<file path="src/rtl/ham_dec_pipe_pkg.sv">
// Shared SEC-DED Hamming definitions: default widths, bit-map helpers and the
// decode status enum used by both the decoder and encoder-side tests.
package ham_pkg;

  localparam int HAM_DATA_BITS    = 8;
  localparam int HAM_PARITY_BITS  = $clog2(HAM_DATA_BITS) + 1;
  localparam int HAM_ENCODED_WORD = HAM_DATA_BITS + HAM_PARITY_BITS;
  localparam int HAM_CNT_W        = 16;

  typedef enum logic [1:0] {
    CLEAN = 2'd0,
    SEC   = 2'd1,
    DED   = 2'd2
  } ham_stat_e;

  function automatic logic is_pow2(input int pos);
    return (pos > 0) && ((pos & (pos - 1)) == 0);
  endfunction

  // Codeword position (1-based) of data bit idx: the idx-th non-power-of-2 position.
  function automatic int data_pos(input int idx);
    int cnt;
    int res;
    cnt = 0;
    res = 0;
    for (int p = 1; p < 256; p++) begin
      if (!is_pow2(p)) begin
        if (cnt == idx && res == 0) res = p;
        cnt++;
      end
    end
    return res;
  endfunction

endpackage

</file>
<file path="src/rtl/ham_dec_pipe_syn.sv">
// Combinational syndrome (XOR of set positions 1..ENCODED_WORD) and overall
// parity (XOR of every bit including the extra parity bit) of a codeword.
module ham_syn
  import ham_pkg::*;
#(
  parameter int ENCODED_WORD = HAM_ENCODED_WORD,
  parameter int PARITY_BITS  = HAM_PARITY_BITS
) (
  input  logic [ENCODED_WORD+1:1] code_i,
  output logic [PARITY_BITS-1:0]  syn_o,
  output logic                    par_o
);

  always_comb begin
    syn_o = '0;
    for (int p = 1; p <= ENCODED_WORD; p++) begin
      if (code_i[p]) syn_o = syn_o ^ PARITY_BITS'(p);
    end
    par_o = ^code_i;
  end

endmodule

</file>
<file path="src/rtl/ham_dec_pipe.sv">
// Two-stage pipelined SEC-DED Hamming decoder with valid/ready streams and
// saturating single/double error event counters.
module ham_dec_pipe
  import ham_pkg::*;
#(
  parameter int DATA_BITS    = HAM_DATA_BITS,
  parameter int PARITY_BITS  = $clog2(DATA_BITS) + 1,
  parameter int ENCODED_WORD = DATA_BITS + PARITY_BITS,
  parameter int CNT_W        = HAM_CNT_W,
  localparam int POS_W       = $clog2(ENCODED_WORD + 2)
) (
  input  logic                    i_clk,
  input  logic                    i_rst_n,
  input  logic [ENCODED_WORD+1:1] i_code,
  input  logic                    i_valid,
  output logic                    o_ready,
  output logic [DATA_BITS-1:0]    o_data,
  output logic                    o_valid,
  input  logic                    i_ready,
  output logic                    o_sec,
  output logic                    o_ded,
  output logic [POS_W-1:0]        o_err_pos,
  input  logic                    i_clr_cnt,
  output logic [CNT_W-1:0]        o_sec_cnt,
  output logic [CNT_W-1:0]        o_ded_cnt
);

  // Handshake: a beat transfers on any rising edge where valid && ready are both
  // high; valid never waits on ready, and a held beat keeps its payload stable.

  localparam logic [PARITY_BITS-1:0] MAX_SYN = PARITY_BITS'(ENCODED_WORD);

  logic [PARITY_BITS-1:0] syn;
  logic                   par;
  logic [DATA_BITS-1:0]   raw_data;

  logic                   s1_vld_q;
  logic [DATA_BITS-1:0]   s1_data_q;
  logic [PARITY_BITS-1:0] s1_syn_q;
  logic                   s1_par_q;

  logic                   out_vld_q, out_sec_q, out_ded_q;
  logic [DATA_BITS-1:0]   out_data_q, data_d;
  logic [POS_W-1:0]       out_pos_q, pos_d;
  logic [CNT_W-1:0]       sec_cnt_q, sec_cnt_d, ded_cnt_q, ded_cnt_d;

  ham_stat_e              stat_d;
  logic                   flip_en;
  logic                   s2_en;
  logic                   out_hs;

  ham_syn #(
    .ENCODED_WORD(ENCODED_WORD),
    .PARITY_BITS (PARITY_BITS)
  ) u_syn (
    .code_i(i_code),
    .syn_o (syn),
    .par_o (par)
  );

  // Only data bits are carried forward; the check bits live on in syn/par.
  for (genvar i = 0; i < DATA_BITS; i++) begin : g_data
    localparam int POS = data_pos(i);
    assign raw_data[i] = i_code[POS];
    assign data_d[i]   = s1_data_q[i] ^
                         (flip_en && (s1_syn_q == PARITY_BITS'(POS)));
  end

  assign s2_en   = !out_vld_q || i_ready;
  assign o_ready = !s1_vld_q || s2_en;
  assign out_hs  = out_vld_q && i_ready;

  always_ff @(posedge i_clk or negedge i_rst_n) begin
    if (!i_rst_n) begin
      s1_vld_q  <= 1'b0;
      s1_data_q <= '0;
      s1_syn_q  <= '0;
      s1_par_q  <= 1'b0;
    end else if (o_ready) begin
      s1_vld_q <= i_valid;
      if (i_valid) begin
        s1_data_q <= raw_data;
        s1_syn_q  <= syn;
        s1_par_q  <= par;
      end
    end
  end

  // Odd overall parity means an odd number of flips, assumed one; a zero
  // syndrome then points at the overall parity bit itself.
  always_comb begin
    stat_d  = CLEAN;
    pos_d   = '0;
    flip_en = 1'b0;
    if (s1_par_q) begin
      if (s1_syn_q == '0) begin
        stat_d = SEC;
        pos_d  = POS_W'(ENCODED_WORD + 1);
      end else if (s1_syn_q <= MAX_SYN) begin
        stat_d  = SEC;
        pos_d   = POS_W'(s1_syn_q);
        flip_en = 1'b1;
      end else begin
        stat_d = DED;
      end
    end else if (s1_syn_q != '0) begin
      stat_d = DED;
    end
  end

  always_ff @(posedge i_clk or negedge i_rst_n) begin
    if (!i_rst_n) begin
      out_vld_q  <= 1'b0;
      out_data_q <= '0;
      out_sec_q  <= 1'b0;
      out_ded_q  <= 1'b0;
      out_pos_q  <= '0;
    end else if (s2_en) begin
      out_vld_q  <= s1_vld_q;
      out_data_q <= data_d;
      out_sec_q  <= s1_vld_q && (stat_d == SEC);
      out_ded_q  <= s1_vld_q && (stat_d == DED);
      out_pos_q  <= s1_vld_q ? pos_d : '0;
    end
  end

  always_comb begin
    sec_cnt_d = sec_cnt_q;
    ded_cnt_d = ded_cnt_q;
    if (i_clr_cnt) begin
      sec_cnt_d = '0;
      ded_cnt_d = '0;
    end else if (out_hs) begin
      if (out_sec_q && (sec_cnt_q != '1)) sec_cnt_d = sec_cnt_q + CNT_W'(1);
      if (out_ded_q && (ded_cnt_q != '1)) ded_cnt_d = ded_cnt_q + CNT_W'(1);
    end
  end

  always_ff @(posedge i_clk or negedge i_rst_n) begin
    if (!i_rst_n) begin
      sec_cnt_q <= '0;
      ded_cnt_q <= '0;
    end else begin
      sec_cnt_q <= sec_cnt_d;
      ded_cnt_q <= ded_cnt_d;
    end
  end

  assign o_valid   = out_vld_q;
  assign o_data    = out_data_q;
  assign o_sec     = out_sec_q;
  assign o_ded     = out_ded_q;
  assign o_err_pos = out_pos_q;
  assign o_sec_cnt = sec_cnt_q;
  assign o_ded_cnt = ded_cnt_q;

endmodule

</file>
<file path="config.mk">
export PLATFORM = sky130hd
export DESIGN_NAME = ham_dec_pipe
export DESIGN_NICKNAME = d
export VERILOG_FILES = /design/src/rtl/ham_dec_pipe_pkg.sv /design/src/rtl/ham_dec_pipe_syn.sv /design/src/rtl/ham_dec_pipe.sv
export SDC_FILE = /design/constraint.sdc
export NUM_CORES = 1
export LEC_CHECK = 0
export BUFFER_PORTS_ARGS = -buffer_cell sky130_fd_sc_hd__buf_2
export CAP_MARGIN = 20
export CORE_MARGIN = 5
export CORE_UTILIZATION = 50
export CTS_CLUSTER_DIAMETER = 80
export DETAILED_ROUTE_END_ITERATION = 8
export PLACE_DENSITY = 0.77
export REMOVE_ABC_BUFFERS = 1
export SLEW_MARGIN = 20
export SYNTH_ARGS = -nofsm -noshare
export SYNTH_HDL_FRONTEND = slang
export SYNTH_SLANG_ARGS = --single-unit
</file>
<file path="constraint.sdc">
create_clock -name i_clk -period 1.7 [get_ports i_clk]
set_input_delay 0.34 -clock i_clk [delete_from_list [all_inputs] [get_ports i_clk]]
set_output_delay 0.34 -clock i_clk [all_outputs]
set_load 0.1 [all_outputs]
</file>
==> results_dict.tcl <==
set metrics [dict create \
    ir_worst_vdd_v 0.0008275 \
    drive_gt1_frac 0.3341 \
    setup_violations 0 \
    worstRegToRegCells 6 \
    place_area_um2 3861 \
    final.fill_count 542 \
    ios 66 \
    numCtsBuffers 9 \
    dieHeight_um 90.54 \
    crit_path_start_kind "flop" \
    start_util 0.5137 \
    critPathRequiredTime_ps 1360 \
    grt_overflow 0 \
    hold_path_class "in -> async" \
    r2r_start "o_sec_cnt[0]$_DFFE_PN0P_" \
    h-tree-depth 3 \
    crit_path_max_incr_delay_ps 420 \
    maxCapViolations 0 \
    vias 2737 \
    dr.first_iter.drc_count 135 \
    routed_wl_um 7283 \
    routabilityCongestion 0.8676 \
    rsz0062_at_grt "true" \
    worst-path-buf-inv 2 \
    slowest_stage "buf_2" \
    violations "negative hold slack" \
    fin_util 0.6488 \
    postRouteAntennaNets 0 \
    die_w_um 90.54 \
    synthArstFlopShare 1.000 \
    wl_per_cell_um 14.42 \
    area_delta_synth_final_pct 26.31 \
    clk_path_buf_depth 2 \
    grt_antenna_before_repair 0 \
    yosysWarnings 0 \
    cts.clk_slew.worst_paths_ps 70 \
    syn_area_um2 3243 \
    yosys_most_used_dff "dfrtp_1" \
    arrival_ps 1310 \
    drcViolationCount 0 \
    synth-edff-count 0 \
    io_buffers 65 \
    hold_ws_ps -15.98 \
    cts_tree "built" \
    p_sw_frac 0.4160 \
    routed_via_density 5.420 \
    design.die.area_um2 8197 \
    antennaDiodeCount 0 \
    r2r_end "o_sec_cnt[1]$_DFFE_PN0P_" \
    cp.depth 2 \
    power_frac_seq 0.405 \
    grt_pass1_vias 2775 \
    yosysSeqAreaShare 0.4707 \
    end_kind "output pin" \
    p_leak_uw 0.001952 \
    first_pass_iters 4 \
    layout_commonest_cell "buf_2" \
    crit_family "buffers and inverters" \
    path_class "reg -> out" \
    p_sw_uw 1833 \
    slew_viol_final 0 \
    max_clock_freq_mhz 604.5 \
    worstMarginPinSlew_ps 509.6 \
    path_cells "buf_4, buf_2" \
    cts-root-buf "clkbuf_8" \
    num_rows 29 \
    reg2reg_slack_ps 50 \
    hpwl_um 5318 \
    pwr-share-comb 0.329 \
    final_cell_mix "buf_2 (64), dfrtp_1 (60), nor2_1 (44)" \
    period_minus_slack_ps 1654 \
    core_area_um2 6314 \
    grt_usage 0.1894 \
    fin_skew_ps 6.529 \
    finalHoldViolCount 17 \
    nNetsFinal 443 \
    syn_inst 327 \
    syn_avg_cell_area_um2 9.918 \
    synth.ff_latch_count 61 \
    max_slew_margin 0.6626 \
    intPower_uw 2573 \
    path_max_fanout 4 \
    power.density_nw_per_um2 1076 \
    worstSkewPairLatency_ps 350 \
    final.period_utilization 0.9731 \
    status "complete, but fails checks" \
    synth_cell_types 49 \
    clkPwrFrac 0.266 \
    clkSinkCount 61 \
    grt_max_degree 62 \
    final_cell_area_um2 4096 \
    grt_pass1_wl_um 12670 \
    tns_ps 0 \
]
[cell families after synthesis]
| group | Yosys count | synth area share |
|---|---|---|
| xor gates and xnor gates | 53 | 0.1474 |
| adders and majority gates | 2 | 0.007715 |
| buffers and inverters | 17 | 0.02315 |
| DFF | 61 | 0.4707 |
| muxes | 10 | 0.03395 |
| and+or+nand+nor | 136 | 0.2041 |
| AOI/OAI and AO/OA | 48 | 0.1130 |
[power by group through the flow]
stage / sequential, µW / combinational [µW] / clock [µW]
floorplan: 2470 / 437 / 0
global placement: 1800 / 1410 / 0
detailed placement: 1810 / 1440 / 0
CTS: 1780 / 1460 / 1190
global route: 1810 / 1550 / 1270
finish: 1790 / 1450 / 1170
[registers in the layout, summed over array words and instances (netlist names)]
signal and cells:
s1_vld_q 1, o_valid 1, s1_data_q 8, o_ded 1, o_data 8, o_sec 1, o_sec_cnt 16, s1_syn_q 4
o_err_pos 4, o_ded_cnt 16, s1_par_q 1
[per-stage QoR]
stage | total power, µW | worst slack [ps] | std cells | hold slack, ps
final | 4406 | 45.71 | 505 | -15.98
after global routing | 4631 | -53.48 | 505 | 19.28
after CTS | 4429 | 52.95 | 505 | 3.967
after detailed placement | 3249 | -50.07 | 486 | 375.0
after global placement | 3217 | 29.26 | 486 | 369.9
after floorplan | 2903 | -1972 | 313 | 44.41
[Yosys cell counts (all sizes together), types with 7 or more instances]
master	instances	share of area
xor2	31	0.084
nand4	7	0.014
nand3	18	0.029
nor3	7	0.012
nand2	30	0.036
and3	10	0.019
nor2	44	0.051
dfrtp	61	0.47
clkbuf	10	0.012
o21ai	24	0.042
mux2	8	0.028
xnor2	21	0.057
[worst max path at each step]
stage                                  start                  endpoint  slack, ps
floorplan                o_valid$_DFFE_PN0P_  s1_data_q[0]$_DFFE_PN0P_      -1970
global route        o_sec_cnt[0]$_DFFE_PN0P_  o_sec_cnt[1]$_DFFE_PN0P_        -50
finish              o_ded_cnt[0]$_DFFE_PN0P_              o_ded_cnt[0]         50
CTS                 o_sec_cnt[1]$_DFFE_PN0P_  o_sec_cnt[1]$_DFFE_PN0P_         50
global placement    o_sec_cnt[0]$_DFFE_PN0P_  o_sec_cnt[6]$_DFFE_PN0P_         30
detailed placement  o_sec_cnt[1]$_DFFE_PN0P_  o_sec_cnt[1]$_DFFE_PN0P_        -50
[layout make-up]
| type | count | area, µm² | area share |
|---|---|---|---|
| multi-input combinational | 249 | 1675 | 0.4090 |
| sequential | 61 | 1528 | 0.3729 |
| timing repair buffer | 99 | 608.1 | 0.1484 |
| clock buffer | 12 | 155.1 | 0.03787 |
| tap | 77 | 96.34 | 0.02352 |
| clock inverter | 4 | 22.52 | 0.005498 |
| inverter | 3 | 11.26 | 0.002749 |
[routing by layer]
layer  track usage  up-vias  part of all wire  wire length, µm
li1              -     1333                 -                -
met3       0.05583       13             0.060              438
met2        0.3069       74              0.49             3594
met1        0.2388     1317              0.43             3124
met5             0        -                 0                0
met4       0.06948        0             0.017              127
[repair_timing]
| item | CTS | global route |
|---|---|---|
| endpoints found under the setup margin | 8 | 14 |
| resized for setup | 2 | 7 |
| pin swaps | 0 | 3 |
| buffers inserted | 3 | 0 |
| hold buffers | 0 | 0 |
Note: power is estimated with default switching activity, not from simulation.
